**src/rtl/pc_pkg.sv**
```systemverilog
// Shared types and default constants for the fetch-stage program-counter generator.
package pc_pkg;

  typedef enum logic [1:0] {
    ST_BOOT  = 2'd0,
    ST_RUN   = 2'd1,
    ST_FLUSH = 2'd2
  } pc_state_e;

  typedef enum logic [2:0] {
    SEL_TRAP  = 3'd0,
    SEL_REDIR = 3'd1,
    SEL_RAS   = 3'd2,
    SEL_SEQ   = 3'd3,
    SEL_HOLD  = 3'd4
  } pc_sel_e;

  localparam int unsigned DEF_ADDR_W    = 32;
  localparam logic [31:0] DEF_RESET_VEC = 32'h0000_0000;
  localparam logic [31:0] DEF_TRAP_VEC  = 32'h0000_0080;
  localparam int unsigned DEF_STEP      = 4;
  localparam int unsigned DEF_RAS_DEPTH = 4;

endpackage

```
**src/rtl/pc_ras.sv**
```systemverilog
// Circular return-address stack: push/pop/top, same-cycle push+pop replaces the
// top entry, a push when full silently overwrites the oldest entry.
module pc_ras
  import pc_pkg::*;
#(
  parameter int unsigned ADDR_W    = DEF_ADDR_W,
  parameter int unsigned RAS_DEPTH = DEF_RAS_DEPTH
) (
  input  logic              clk,
  input  logic              rst_n,
  input  logic              push,
  input  logic              pop,
  input  logic [ADDR_W-1:0] push_val,
  output logic [ADDR_W-1:0] top,
  output logic              empty,
  output logic              full
);

  localparam int unsigned      PTR_W   = $clog2(RAS_DEPTH);
  localparam logic [PTR_W-1:0] PTR_ONE = PTR_W'(1);
  localparam logic [PTR_W:0]   CNT_ONE = (PTR_W + 1)'(1);
  localparam logic [PTR_W:0]   CNT_MAX = (PTR_W + 1)'(RAS_DEPTH);

  logic [ADDR_W-1:0] mem_q [RAS_DEPTH];
  logic [ADDR_W-1:0] mem_d [RAS_DEPTH];
  logic [PTR_W-1:0]  tp_q, tp_d;
  logic [PTR_W:0]    cnt_q, cnt_d;
  logic              empty_q, empty_d;
  logic              full_q, full_d;
  logic              do_pop;

  // A pop on an empty stack is dropped so the count can never underflow.
  assign do_pop = pop & (cnt_q != '0);

  always_comb begin
    mem_d = mem_q;
    tp_d  = tp_q;
    cnt_d = cnt_q;
    if (push && do_pop) begin
      mem_d[tp_q] = push_val;
    end else if (push) begin
      tp_d        = tp_q + PTR_ONE;
      mem_d[tp_d] = push_val;
      if (cnt_q != CNT_MAX) begin
        cnt_d = cnt_q + CNT_ONE;
      end
    end else if (do_pop) begin
      tp_d  = tp_q - PTR_ONE;
      cnt_d = cnt_q - CNT_ONE;
    end
    empty_d = (cnt_d == '0);
    full_d  = (cnt_d == CNT_MAX);
  end

  always_ff @(posedge clk) begin
    if (!rst_n) begin
      tp_q    <= '0;
      cnt_q   <= '0;
      empty_q <= 1'b1;
      full_q  <= 1'b0;
    end else begin
      tp_q    <= tp_d;
      cnt_q   <= cnt_d;
      empty_q <= empty_d;
      full_q  <= full_d;
    end
  end

  // Entry storage carries no reset; the count alone decides what is live.
  always_ff @(posedge clk) begin
    mem_q <= mem_d;
  end

  assign top   = mem_q[tp_q];
  assign empty = empty_q;
  assign full  = full_q;

endmodule

```
**src/rtl/pc_gen.sv**
```systemverilog
// Fetch-stage PC generator. Handshake: IF_Addr is offered while IF_Valid=1 and is
// consumed on a rising edge where IF_Valid & IF_Ready & En are all 1 (in RUN).
module pc_gen
  import pc_pkg::*;
#(
  parameter int unsigned       ADDR_W    = DEF_ADDR_W,
  parameter logic [ADDR_W-1:0] RESET_VEC = ADDR_W'(DEF_RESET_VEC),
  parameter logic [ADDR_W-1:0] TRAP_VEC  = ADDR_W'(DEF_TRAP_VEC),
  parameter int unsigned       STEP      = DEF_STEP,
  parameter int unsigned       RAS_DEPTH = DEF_RAS_DEPTH
) (
  input  logic              Clk,
  input  logic              Clrn,
  input  logic              En,
  input  logic              IF_Ready,
  input  logic              Redirect,
  input  logic [ADDR_W-1:0] Redirect_Addr,
  input  logic              Trap,
  input  logic              Call_Push,
  input  logic              Ret_Pop,
  output logic [ADDR_W-1:0] IF_Addr,
  output logic              IF_Valid,
  output logic              Ras_Empty,
  output logic              Ras_Full,
  output pc_state_e         dbg_state
);

  localparam logic [ADDR_W-1:0] STEP_V     = ADDR_W'(STEP);
  localparam logic [ADDR_W-1:0] ALIGN_MASK = ~ADDR_W'(STEP - 1);

  pc_state_e         state_q, state_d;
  logic [ADDR_W-1:0] addr_q, addr_d;
  logic              valid_q, valid_d;
  pc_sel_e           sel;
  logic              adv;
  logic [ADDR_W-1:0] seq_addr;
  logic              ras_push, ras_pop;
  logic [ADDR_W-1:0] ras_top;
  logic              ras_empty, ras_full;

  always_comb begin
    adv      = (state_q == ST_RUN) & valid_q & IF_Ready & En;
    seq_addr = addr_q + STEP_V;

    // adv is never set outside RUN, so one priority chain serves every state.
    if (Trap) begin
      sel = SEL_TRAP;
    end else if (Redirect) begin
      sel = SEL_REDIR;
    end else if (adv && Ret_Pop && !ras_empty) begin
      sel = SEL_RAS;
    end else if (adv) begin
      sel = SEL_SEQ;
    end else begin
      sel = SEL_HOLD;
    end

    ras_push = adv & Call_Push & ~Trap & ~Redirect;
    ras_pop  = (sel == SEL_RAS);

    case (sel)
      SEL_TRAP:  addr_d = TRAP_VEC;
      SEL_REDIR: addr_d = Redirect_Addr & ALIGN_MASK;
      SEL_RAS:   addr_d = ras_top;
      SEL_SEQ:   addr_d = seq_addr;
      default:   addr_d = addr_q;
    endcase

    case (sel)
      SEL_TRAP, SEL_REDIR: state_d = ST_FLUSH;
      default:             state_d = ST_RUN;
    endcase

    valid_d = (state_d == ST_RUN);
  end

  always_ff @(posedge Clk) begin
    if (!Clrn) begin
      state_q <= ST_BOOT;
      addr_q  <= RESET_VEC;
      valid_q <= 1'b0;
    end else begin
      state_q <= state_d;
      addr_q  <= addr_d;
      valid_q <= valid_d;
    end
  end

  pc_ras #(
    .ADDR_W    (ADDR_W),
    .RAS_DEPTH (RAS_DEPTH)
  ) u_ras (
    .clk      (Clk),
    .rst_n    (Clrn),
    .push     (ras_push),
    .pop      (ras_pop),
    .push_val (seq_addr),
    .top      (ras_top),
    .empty    (ras_empty),
    .full     (ras_full)
  );

  assign IF_Addr   = addr_q;
  assign IF_Valid  = valid_q;
  assign Ras_Empty = ras_empty;
  assign Ras_Full  = ras_full;
  assign dbg_state = state_q;

endmodule

```
**config.mk**
```make
export PLATFORM = sky130hd
export DESIGN_NAME = pc_gen
export DESIGN_NICKNAME = d
export VERILOG_FILES = /design/src/rtl/pc_pkg.sv /design/src/rtl/pc_ras.sv /design/src/rtl/pc_gen.sv
export SDC_FILE = /design/constraint.sdc
export NUM_CORES = 1
export LEC_CHECK = 0
export BUFFER_PORTS_ARGS = -buffer_cell sky130_fd_sc_hd__buf_2
export CORE_UTILIZATION = 30
export CTS_CLUSTER_DIAMETER = 120
export DETAILED_ROUTE_END_ITERATION = 16
export PLACE_DENSITY = 0.49
export SYNTH_ARGS = -nofsm -noshare
export SYNTH_HDL_FRONTEND = slang
export SYNTH_SLANG_ARGS = --single-unit
```
**constraint.sdc**
```tcl
create_clock -name Clk -period 14.5 [get_ports Clk]
set_clock_uncertainty 0.2 [all_clocks]
set_input_delay 2.9 -clock Clk [delete_from_list [all_inputs] [get_ports Clk]]
set_output_delay 2.9 -clock Clk [all_outputs]
set_load 0.03 [all_outputs]
```
* Yosys cells after proc, flatten, opt, wreduce, memory -nomap -nowiden
Index checks and enable logic that the tools add are counted.
** Storage, ports and cells
- Input port bits :: 40
- Register bits after elaboration :: 170
** Operators by class
- Reductions and logical operators :: 14
- Muxes and demuxes :: 23
- Add/subtract/negate cells :: 5
- Bitwise logic cells :: 12
- Equal/unequal tests :: 7
- Magnitude comparators :: 4
** Operator list (number)
- 128-bit bitwise mux :: 2
- 128-bit two-way mux :: 2
- 32-bit demux with 2-bit select :: 2
- 32-bit two-way mux :: 4
- 32-bit one-hot mux with 4 select lines :: 1
- 32-bit binary-select mux with 2-bit select :: 1
- 32-bit by 3-bit adder with 32-bit output, second input constant :: 1
- 3-bit two-way mux :: 8
- 1-bit AND :: 7
- 3-bit by 2-bit == test with 1-bit output, second input constant :: 2
- 3-bit >= comparator, second input constant :: 2
- 3-bit logical NOT :: 2
- 3-bit by 1-bit < comparator with 1-bit output, second input constant :: 2
- 2-bit two-way mux :: 3
- 2-bit inverter with 3-bit output :: 2
- 1-bit logical AND :: 5
- 2-bit by 1-bit == test with 1-bit output, second input constant :: 2
- 2-bit nonzero test :: 2
- 4-bit nonzero test :: 1
- 3-bit by 1-bit adder with 3-bit output, second input constant :: 1
- 3-bit by 1-bit == test with 1-bit output, second input constant :: 1
- 3-bit == test, second input constant :: 1
- 3-bit != test, second input constant :: 1
- 1-bit inverter :: 3
- 7 further kinds :: 7

* Longest topological paths before layout
Gate-level depths: netlist of the first run.
- Word-level depth :: 15
- Mapped depth :: 10

* By module
Synthesis of the first run repeated with hierarchy kept, for this count alone.
** Second synthesis, totals
- Cells, all modules :: 650
- Area total of the unflattened synthesis :: 8304.2 um^2
** By module, submodules not included
- pc_ras :: times used 1, cells an instance 372, area an instance 6043.3 um^2
- pc_gen :: times used 1, cells an instance 278, area an instance 2260.9 um^2

* Worst setup path before layout of the first run
Ideal clock, no wire load.
- Path kind :: input to register
- From :: input port Trap
- To :: register u_ras.mem_q[100] in the netlist's numbering (enable)
- Required time :: 13.879 ns
- Buffers on the path :: 3
- Setup slack :: 7.914 ns
- Stages :: 9
- Setup time :: 0.421 ns
- Arrival :: 5.965 ns
- Path through :: or2_1 > clkbuf_1 > nor2_1 > and3_1 > ha_1 > clkbuf_1 > mux2i_1 > clkbuf_1 > nor2_1
** On the way
- Longest elaborated chain between the ends :: 5
** RTL lines
- start: declaration :: line pc_gen.sv:18 : input logic Trap,
- 3-bit two-way mux / 1-bit inverter (equally long branches) :: line pc_gen.sv:46, pc_gen.sv:58
- 3-bit by 2-bit == test with 1-bit output / 1-bit AND (equally long branches) :: line pc_gen.sv:59, pc_gen.sv:58
- 1-bit AND (on tied branches) :: line pc_ras.sv:33, pc_gen.sv:58
- 1-bit logical AND :: line pc_ras.sv:39 : if (push && do_pop) begin
- 2-bit nonzero test (no source line) (*)
- end signal: assignment :: line pc_ras.sv:71 : mem_q <= mem_d;
- end: declaration :: line pc_ras.sv:24 : logic [ADDR_W-1:0] mem_q [RAS_DEPTH];
Every way passes the cells marked *; elsewhere a longest branch is shown, timed or not.
A chain may end at the register's enable or synchronous reset.

* Final worst setup path of the first run
- From :: input port Trap
- To :: register u_ras.mem_q[37] in the netlist's numbering (enable)
The elaborated chain is that of the path after synthesis.

==> results of run 1 <==
-- registers in the layout, indices dropped and copies added, names as in the netlist --
name,flops
u_ras.mem_q,128
IF_Addr,32
u_ras.cnt_q,3
dbg_state,2
u_ras.tp_q,2
u_ras.empty,1
u_ras.full,1
-- layout make-up --
type | instances | area, sq um
Inverter | 10 | 37.5
Tap cell | 335 | 419
Timing Repair Buffer | 89 | 483
Clock buffer | 22 | 464
Multi-Input combinational cell | 441 | 3310
Sequential cell | 169 | 4670
Clock inverter | 10 | 118
Fill cell | 2628 | 16800
-- Yosys cell counts (all sizes together) (5+ instances only) --
library cell,instances
nor2,153
edfxtp,128
dfxtp,41
clkbuf,34
mux4,32
nand2,25
a222oi,22
o21ai,21
a21oi,18
nand3,17
nor2b,16
buf,12
ha,11
xnor2,11
inv,10
nor3,10
nor4,10
xor2,9
nand4,8
o31a,8
and4,7
o21a,7
a22oi,6
and3,5
mux2i,5
-- worst max path at each step --
stage          cells past startpoint  slack [ns]                          to  startpoint
6_report                           8        8.31   u_ras.mem_q[37]$_DFFE_PP_        Trap
5_1_grt                            8        8.18  u_ras.mem_q[119]$_DFFE_PP_        Trap
4_1_cts                            8        8.31   u_ras.mem_q[37]$_DFFE_PP_        Trap
3_5_place_dp                       8        7.86   u_ras.mem_q[53]$_DFFE_PP_        Trap
3_3_place_gp                       8        7.87   u_ras.mem_q[53]$_DFFE_PP_        Trap
2_1_floorplan                      9        7.91  u_ras.mem_q[100]$_DFFE_PP_        Trap
-- placed cells by master, fill, tap and decap left out, drive strengths merged, types with 8 or more instances in the layout --
cell      n
nor4     10
nor2    153
edfxtp  128
nand4     8
nor2b    16
clkbuf   22
nor3     10
dfxtp    41
buf      89
nand2    25
a21oi    18
mux4     32
ha       11
nand3    17
o31a      8
xor2      9
inv      12
xnor2    11
o21ai    21
a222oi   22
-- layer usage --
metal  up-vias  part of all wire  GRT usage
met5         -                 0          0
met4         0             0.014     0.0560
met3        21             0.044     0.0264
met2       131              0.51      0.299
met1      2846              0.43      0.217
li1       2654                 -          -
-- power groups by stage --
stage / sequential [mW] / combinational, mW / clock (mW)
finish: 0.524 / 0.0411 / 0.455
floorplan: 0.538 / 0.0188 / 0
global placement: 0.535 / 0.0412 / 0
detailed placement: 0.535 / 0.0414 / 0
CTS: 0.524 / 0.0415 / 0.464
global route: 0.525 / 0.0446 / 0.483
-- worst reg2reg max path: stages, from the launching register on --
cell	delay (ns)
dfxtp_1	0.31
nand4b_1	0.35
nor2_1	0.84
and3_1	0.28
ha_1	0.52
mux2i_4	0.15
nor2_4	0.55
buf_4	0.41
-- logic make-up (layout without fill, tap and decap cells) --
logic type | after synthesis | count (layout) | synth area share
buf+inv | 56 | 131 | 0.0305
mux | 37 | 37 | 0.0949
flops | 169 | 169 | 0.574
compound gates | 105 | 105 | 0.0939
simple gates | 268 | 268 | 0.168
xor+xnor | 20 | 20 | 0.0216
fa+ha+maj | 11 | 11 | 0.0169
==> results.sh, run 1 <==
export IMPL_synth_cells=666
export IMPL_synth_edf_count=128
export IMPL_track_usage=0.171
export IMPL_reg2reg_to="u_ras.mem_q[37]$_DFFE_PP_"
export IMPL_place_ws_ns=7.86
export IMPL_powerDensity_nw_per_um2=107
export IMPL_first_iter_violations=529
export IMPL_r2r_setup_slack_ns=10.56
export IMPL_die_area_sq_um=27700
export IMPL_p_leak_nw=3.29
export IMPL_viasPerCell=5.25
export IMPL_setup_viol=0
export IMPL_tightest_slew_ns=1.12
export IMPL_switching_share=0.221
export IMPL_crit_buf_inv=2
export IMPL_cts_sinks=169
export IMPL_die_w_um=167
export IMPL_rsz0062_at_grt="no"
export IMPL_worstPathArrival_ns=6.09
export IMPL_drv_slew=0
export IMPL_drc=4
export IMPL_grt_max_degree=39
export IMPL_synthFlopType="edfxtp_1"
export IMPL_fin_setup_tns_ns=0
export IMPL_peakVddDrop_v=0.0000736
export IMPL_placed_cell_area_sq_um=8910
export IMPL_ys_top_cells_by_area="edfxtp_1 (47%), dfxtp_1 (10%), mux4_2 (8.9%)"
export IMPL_hold_buffers=0
export IMPL_synth_top_cell_area_share=0.473
export IMPL_cts_tree="yes"
export IMPL_io_pins=77
export IMPL_max_clock_freq_ghz=0.162
export IMPL_cts_buffer_depth=2
export IMPL_drt_wl_total_um=23000
export IMPL_crit_path_end_kind="register"
export IMPL_final_hold_viol_count=0
export IMPL_ys_ff_latch=169
export IMPL_ff2ff_path_depth=7
export IMPL_p_int_mw=0.796
export IMPL_slowest_delay_ns=0.80
export IMPL_cts_clk_slew_worst_paths_ns=0.06
export IMPL_finalNonFillerCells=1076
export IMPL_syn2layout_area_growth_pct=16.9
export IMPL_place_hpwl_um=14400
export IMPL_hold_end="IF_Addr[1]$_SDFFE_PN0P_"
export IMPL_antenna_found_initial=0
export IMPL_maxCapViolCount=0
export IMPL_timing_hold_ws_ns=0.351
export IMPL_crit_fanout=17
export IMPL_cp_start_kind="input port"
export IMPL_synth_net_count=717
export IMPL_fin_crit_ns=6.19
export IMPL_cp_top_family="simple AND/OR/NAND/NOR gates"
export IMPL_cts_resized=0
export IMPL_r2r_start="dbg_state[1]$_SDFF_PN0_"
export IMPL_ant_nets=0
export IMPL_syn_area_sq_um=8130
export IMPL_grt_remaining_overflow=0
export IMPL_core_area_sq_um=26300
export IMPL_path_cells="buf_2, or2_1, nor2_1, and3_1, ha_1, mux2i_4, nor2_4, buf_4"
export IMPL_avgRoutedWirePerCell_um=21.4
export IMPL_avgSynthCellArea_sq_um=12.2
export IMPL_hold_path_depth=2
export IMPL_gp_congestion=0.739
export IMPL_synth_top_area_cell="edfxtp_1"
export IMPL_critPathSlowestCell="nor2_1"
export IMPL_pwr_share_clk=0.446
export IMPL_yosysUniqueCellTypes=59
export IMPL_violations="DRC"
export IMPL_min_path_type="reg -> reg"
export IMPL_grt_pass1_wl_um=35600
export IMPL_root_buffer="clkbuf_16"
export IMPL_fp_row_count=59
export IMPL_vias=5652
export IMPL_max_slew_margin=0.252
export IMPL_chipHeight_um=167
export IMPL_initial_core_util=0.309
export IMPL_status="complete, but fails checks"
export IMPL_h_tree_depth=4
export IMPL_total_power_mw=1.02
export IMPL_cts_inserted_buffers=17
export IMPL_worst_setup_path_type="in -> reg"
export IMPL_post_cts_setup_buffer_count=0
export IMPL_ys_seq_area_frac=0.574
export IMPL_fin_nets=779
export IMPL_p_sw_mw=0.225
export IMPL_insertedDiodeCount=0
export IMPL_fin_util=0.361
export IMPL_setup_slack_ns=8.31
export IMPL_clkLatencyLatePin_ns=0.43
export IMPL_io_buffers=74
export IMPL_fin_area_sq_um=9500
export IMPL_grt_pass1_vias=5831
export IMPL_drive_gt1_frac=0.239
export IMPL_power_frac_comb=0.040
export IMPL_share_seq_of_total_power=0.514
export IMPL_hold_start="IF_Addr[1]$_SDFFE_PN0P_"
export IMPL_firstDrtPassIters=12
export IMPL_async_reset_ff_frac=0
export IMPL_dp_cells=1044
export IMPL_worstPathRequired_ns=14.40
export IMPL_post_route_period_util=0.427
export IMPL_yosys_warnings=0
Note: power is estimated with default switching activity, not from simulation.
==> run 2, diff against run 1 <==
--- a/config.mk
+++ b/config.mk
@@ -9,7 +9,7 @@
 export CORE_UTILIZATION = 30
 export CTS_CLUSTER_DIAMETER = 120
 export DETAILED_ROUTE_END_ITERATION = 16
-export PLACE_DENSITY = 0.49
+export PLACE_DENSITY = 0.51
 export SYNTH_ARGS = -nofsm -noshare
 export SYNTH_HDL_FRONTEND = slang
 export SYNTH_SLANG_ARGS = --single-unit
==> constraint.sdc (replaced) <==
create_clock -name Clk -period 5.25 [get_ports Clk]
set_clock_uncertainty 0.2 [all_clocks]
set_input_delay 1.05 -clock Clk [delete_from_list [all_inputs] [get_ports Clk]]
set_output_delay 1.05 -clock Clk [all_outputs]
set_load 0.03 [all_outputs]
==> run 2 against run 1 <==
  * The run still ends with DRC left
  * Register-to-register slack worse by 8.5 ns
  * Non-clock buffer count is 6 higher
  * Largest power group unchanged
  * Count of clock-buffer cells in the layout fell by 5
  * Utilization up 0.43 points
  * Worst hold slack better by 0.013 ns
  * Critical endpoint is now u_ras.mem_q[92]$_DFFE_PP_
  * Global-route usage is 0.19 points lower
  * Design area grew 1.2%
==> results.sh, run 2 (synthesis results as in run 1) <==
export IMPL_crit_path_end_kind="register"
export IMPL_status="complete, but fails checks"
export IMPL_cts_resized=0
export IMPL_grt_remaining_overflow=0
export IMPL_grt_max_degree=33
export IMPL_h_tree_depth=4
export IMPL_post_route_period_util=0.664
export IMPL_cts_tree="yes"
export IMPL_worstPathRequired_ns=5.17
export IMPL_cts_clk_slew_worst_paths_ns=0.07
export IMPL_syn2layout_area_growth_pct=18.3
export IMPL_tightest_slew_ns=0.841
export IMPL_cts_inserted_buffers=17
export IMPL_ant_nets=0
export IMPL_grt_pass1_wl_um=35100
export IMPL_r2r_start="dbg_state[0]$_SDFF_PN0_"
export IMPL_final_hold_viol_count=0
export IMPL_avgRoutedWirePerCell_um=21.3
export IMPL_timing_hold_ws_ns=0.364
export IMPL_reg2reg_to="u_ras.mem_q[92]$_DFFE_PP_"
export IMPL_layout_commonest_cell="nor2_1"
export IMPL_worst_setup_path_type="in -> reg"
export IMPL_drt_wl_total_um=23100
export IMPL_drv_slew=0
export IMPL_initial_core_util=0.309
export IMPL_viasPerCell=5.27
export IMPL_root_buffer="clkbuf_16"
export IMPL_vias=5707
export IMPL_core_area_sq_um=26300
export IMPL_grt_use_met2=0.285
export IMPL_clkLatencyLatePin_ns=0.43
export IMPL_track_usage=0.169
export IMPL_setup_viol=0
export IMPL_drc=2
export IMPL_timing_critical_path_from="Trap"
export IMPL_finalNonFillerCells=1082
export IMPL_max_slew_margin=0.438
export IMPL_chipHeight_um=167
export IMPL_met3_usage=0.0356
export IMPL_io_pins=77
export IMPL_grt_pass1_vias=5807
export IMPL_gp_congestion=0.737
export IMPL_place_ws_ns=1.25
export IMPL_maxCapViolCount=0
export IMPL_setup_worst_path_end="u_ras.mem_q[92]$_DFFE_PP_"
export IMPL_place_hpwl_um=14800
export IMPL_crit_fanout=18
export IMPL_post_cts_setup_buffer_count=0
export IMPL_fin_area_sq_um=9610
export IMPL_top_register="u_ras.mem_q"
export IMPL_drive_gt1_frac=0.249
export IMPL_antenna_found_initial=0
export IMPL_die_area_sq_um=27700
export IMPL_powerDensity_nw_per_um2=306
export IMPL_placed_cell_area_sq_um=8970
export IMPL_min_path_type="reg -> reg"
export IMPL_io_buffers=74
export IMPL_p_leak_nw=3.36
export IMPL_violations="DRC"
export IMPL_fin_util=0.366
export IMPL_firstDrtPassIters=11
export IMPL_dp_cells=1050
export IMPL_insertedDiodeCount=0
export IMPL_total_power_mw=2.94
export IMPL_ff2ff_path_depth=7
export IMPL_max_clock_freq_ghz=0.287
export IMPL_cp_start_kind="input port"
export IMPL_fin_setup_tns_ns=0
export IMPL_use_met1=0.220
export IMPL_rsz0062_at_grt="no"
export IMPL_cts_buffer_depth=2
export IMPL_grt_busiest_layer="met2"
export IMPL_first_iter_violations=578
export IMPL_cts_sinks=169
export IMPL_largest_reg_flops=128
export IMPL_worstPathArrival_ns=3.41
export IMPL_hold_buffers=0
export IMPL_fin_nets=785
export IMPL_fp_row_count=59
export IMPL_layout_common_cells="nor2_1 (147), edfxtp_1 (128), buf_2 (74)"
export IMPL_r2r_setup_slack_ns=2.09
export IMPL_peakVddDrop_v=0.000211
export IMPL_die_w_um=167
export IMPL_setup_slack_ns=1.77
export IMPL_fin_crit_ns=3.48
-- run 2: cell count changes in the layout (fill, tap and decap cells not counted), sizes merged --
| cell | previous run | this run |
|---|---|---|
| clkinvlp | 1 | 2 |
| clkbuf | 22 | 17 |
| inv | 12 | 17 |
| bufinv | 2 | 4 |
| buf | 89 | 95 |
| clkinv | 5 | 2 |
-- run 2: report_power, final --
group,total [mW],switching [mW],internal [mW]
clock network,1.38,0.568,0.810
logic,0.113,0.0738,0.0394
registers,1.45,0.0193,1.43
total,2.94,0.661,2.28
-- run 2: worst min-delay path by stage --
stage / from / to / slack [ns] / cells past startpoint
5_1_grt: IF_Addr[0]$_SDFFE_PN0P_ / IF_Addr[0]$_SDFFE_PN0P_ / 0.39 / 2
4_1_cts: IF_Addr[0]$_SDFFE_PN0P_ / IF_Addr[0]$_SDFFE_PN0P_ / 0.36 / 2
3_3_place_gp: IF_Addr[0]$_SDFFE_PN0P_ / IF_Addr[0]$_SDFFE_PN0P_ / 0.34 / 2
3_5_place_dp: IF_Addr[0]$_SDFFE_PN0P_ / IF_Addr[0]$_SDFFE_PN0P_ / 0.34 / 2
6_report: IF_Addr[0]$_SDFFE_PN0P_ / IF_Addr[0]$_SDFFE_PN0P_ / 0.36 / 2
2_1_floorplan: u_ras.cnt_q[1]$_SDFF_PN0_ / u_ras.cnt_q[1]$_SDFF_PN0_ / 0.32 / 2
-- run 2: worst max-delay path, cell delays in order --
cell	delay [ns]
buf_2	0.12
or2_1	0.34
nor2_1	0.18
and3_1	0.18
ha_1	0.49
mux2i_4	0.14
nor2_4	0.53
buf_4	0.36
-- run 2: layout make-up --
cell class                      count  area, sq um
Fill cell                        2625        16700
Tap cell                          335          419
Sequential cell                   169         4670
Multi-Input combinational cell    441         3310
Clock buffer                       17          425
Inverter                           10         37.5
Clock inverter                     15          213
Timing Repair Buffer               95          541
-- run 2: routing by layer --
layer  routed length (um)  share of wire  vias up
met5                    0              0        -
met4                  307          0.013        0
met3                 1360          0.059       23
met2                11200           0.49      152
met1                10200           0.44     2870
li1                     -              -     2662
==> run 3, diff against run 2 <==
==> constraint.sdc (replaced) <==
create_clock -name Clk -period 2.8 [get_ports Clk]
set_clock_uncertainty 0.2 [all_clocks]
set_input_delay 0.56 -clock Clk [delete_from_list [all_inputs] [get_ports Clk]]
set_output_delay 0.56 -clock Clk [all_outputs]
set_load 0.03 [all_outputs]
==> run 3 against run 2 <==
  * The run still ends with DRC left
  * Register-to-register slack got worse by 1.9 ns
  * Combinational power up 120%
  * Total power is 80% higher
  * Global-route usage increased by 0.62 points
  * Die area unchanged
  * Count of clock-buffer cells in the layout increased by 6
  * Via count is 2.9% higher
  * Wire length increased by 3.1%
  * Clock power rose by 69%
  * Sequential share of layout area is 2.2 points lower
  * Critical endpoint is now u_ras.empty$_SDFF_PN1_
  * Largest power group unchanged
==> results.sh, run 3 (synthesis results as in run 1) <==
export IMPL_maxCapViolCount=0
export IMPL_share_seq_of_total_power=0.511
export IMPL_power_frac_comb=0.047
export IMPL_cts_tree="yes"
export IMPL_powerDensity_nw_per_um2=525
export IMPL_setup_viol=0
export IMPL_path_cells="inv_1, ha_1, nand2b_1, and3_1, ha_4, or3_4, a311oi_2, xnor2_1, a41o_1"
export IMPL_chipHeight_um=167
export IMPL_layout_commonest_cell="nor2_1"
export IMPL_critPathSlowestCell="or3_4"
export IMPL_antenna_found_initial=0
export IMPL_core_area_sq_um=26300
export IMPL_cp_start_kind="register"
export IMPL_die_area_sq_um=27700
export IMPL_violations="DRC"
export IMPL_io_buffers=74
export IMPL_worstPathArrival_ns=2.76
export IMPL_crit_buf_inv=1
export IMPL_cts_clk_slew_worst_paths_ns=0.07
export IMPL_drc=3
export IMPL_rsz0062_at_grt="no"
export IMPL_fin_nets=824
export IMPL_largest_reg_flops=128
export IMPL_crit_path_end_kind="register"
export IMPL_p_sw_mw=1.16
export IMPL_cp_top_family="simple AND/OR/NAND/NOR gates"
export IMPL_final_hold_viol_count=0
export IMPL_io_pins=77
export IMPL_vias=5875
export IMPL_cts_inserted_buffers=17
export IMPL_post_route_period_util=0.942
export IMPL_crit_fanout=6
export IMPL_grt_pass1_wl_um=36100
export IMPL_die_w_um=167
export IMPL_layout_common_cells="nor2_1 (146), edfxtp_1 (128), buf_2 (74)"
export IMPL_first_iter_violations=440
export IMPL_max_clock_freq_ghz=0.379
export IMPL_slowest_delay_ns=0.43
export IMPL_min_path_type="in -> reg"
export IMPL_grt_max_degree=34
export IMPL_syn2layout_area_growth_pct=23.8
export IMPL_max_slew_margin=0.666
export IMPL_placed_cell_area_sq_um=9460
export IMPL_h_tree_depth=4
export IMPL_worstPathRequired_ns=2.92
export IMPL_fp_row_count=59
export IMPL_viasPerCell=5.24
export IMPL_grt_busiest_layer="met2"
export IMPL_p_leak_nw=3.57
export IMPL_r2r_start="u_ras.cnt_q[0]$_SDFF_PN0_"
export IMPL_cts_sinks=169
export IMPL_track_usage=0.176
export IMPL_drive_gt1_frac=0.290
export IMPL_grt_use_met2=0.301
export IMPL_use_met1=0.230
export IMPL_drv_slew=0
export IMPL_worst_setup_path_type="reg -> reg"
export IMPL_hold_path_depth=3
export IMPL_grt_remaining_overflow=0
export IMPL_avgRoutedWirePerCell_um=21.2
export IMPL_hold_end="IF_Addr[3]$_SDFFE_PN0P_"
export IMPL_tightest_slew_ns=0.497
export IMPL_peakVddDrop_v=0.000329
export IMPL_status="complete, but fails checks"
export IMPL_drt_wl_total_um=23800
export IMPL_cts_buffer_depth=2
export IMPL_p_int_mw=4.12
export IMPL_reg2reg_to="u_ras.empty$_SDFF_PN1_"
export IMPL_switching_share=0.220
export IMPL_r2r_setup_slack_ns=0.16
export IMPL_hold_start="Redirect_Addr[3]"
export IMPL_grt_pass1_vias=5909
export IMPL_initial_core_util=0.309
export IMPL_fin_area_sq_um=10100
export IMPL_timing_hold_ws_ns=0.204
export IMPL_pwr_share_clk=0.442
export IMPL_ff2ff_path_depth=9
export IMPL_post_cts_setup_buffer_count=0
export IMPL_fin_setup_tns_ns=0
export IMPL_clkLatencyLatePin_ns=0.43
export IMPL_gp_congestion=0.743
export IMPL_met3_usage=0.0299
export IMPL_fin_crit_ns=2.64
export IMPL_insertedDiodeCount=0
export IMPL_firstDrtPassIters=11
export IMPL_ant_nets=0
export IMPL_root_buffer="clkbuf_16"
export IMPL_top_register="u_ras.mem_q"
export IMPL_n_fill_cell=2613
export IMPL_place_hpwl_um=15800
==> run 3: cell count changes in the layout (fill, tap and decap cells not counted), moves of 2 or more <==
cell and delta:
buf_12 +14, bufinv_16 -3, buf_4 +25, clkinvlp_4 +3, inv_6 -5, clkbuf_8 +3, clkbuf_1 +2
==> run 3: routing by layer <==
layer  part of all wire  wire length, um  up-vias
met4              0.013              309        0
li1                   -                -     2732
met5                  0                0        -
met2               0.50            11800      205
met3              0.066             1560       24
met1               0.43            10100     2914
==> run 3: how the worst max path moves through the flow <==
| stage | start | end | slack (ns) | cells past startpoint |
|---|---|---|---|---|
| finish | u_ras.cnt_q[0]$_SDFF_PN0_ | u_ras.empty$_SDFF_PN1_ | 0.16 | 9 |
| global route | u_ras.cnt_q[0]$_SDFF_PN0_ | u_ras.empty$_SDFF_PN1_ | 0.02 | 9 |
| CTS | u_ras.cnt_q[0]$_SDFF_PN0_ | u_ras.empty$_SDFF_PN1_ | 0.03 | 9 |
| detailed placement | En | u_ras.empty$_SDFF_PN1_ | -0.06 | 9 |
| global placement | Trap | u_ras.mem_q[21]$_DFFE_PP_ | -0.05 | 8 |
| floorplan | Trap | u_ras.mem_q[100]$_DFFE_PP_ | -0.14 | 9 |
==> run 3: power by group through the flow <==
stage               registers [mW]  clock network [mW]  logic [mW]
floorplan                     2.79                   0       0.101
global placement              2.76                   0       0.248
detailed placement            2.76                   0       0.249
CTS                           2.70                2.38       0.249
global route                  2.70                2.47       0.268
finish                        2.70                2.33       0.248
==> run 3: stage by stage <==
step,instances,setup WS (ns),total power [mW],utilization
6_report,1121,0.162,5.28,0.383
5_1_grt,1121,0.0167,5.44,0.383
4_1_cts,1121,0.0335,5.33,0.382
3_5_place_dp,1089,-0.0628,3.00,0.360
3_3_place_gp,1089,-0.0477,3.00,0.360
2_1_floorplan,666,-0.143,2.89,-
==> run 3: repair_timing <==
action | in CTS | in global routing
gates resized for setup | 0 | 2
hold buffers | 0 | 0
endpoints found under the setup margin | 0 | 3
==> run 3: worst reg2reg max path, stage by stage, from the launching register on <==
cell and delay [ns]:
dfxtp_1 0.34, inv_1 0.09, ha_1 0.24, nand2b_1 0.13
and3_1 0.24, ha_4 0.23, or3_4 0.43, a311oi_2 0.28
xnor2_1 0.13, a41o_1 0.22
==> run 3: cell type report <==
class / count / area, sq um / area share
Multi-Input combinational cell: 441 / 3340 / 0.332
Sequential cell: 169 / 4670 / 0.464
Inverter: 10 / 37.5 / 0.00373
Timing Repair Buffer: 134 / 1010 / 0.100
Tap cell: 335 / 419 / 0.0417
Clock buffer: 23 / 499 / 0.0496
Clock inverter: 9 / 86.3 / 0.00858
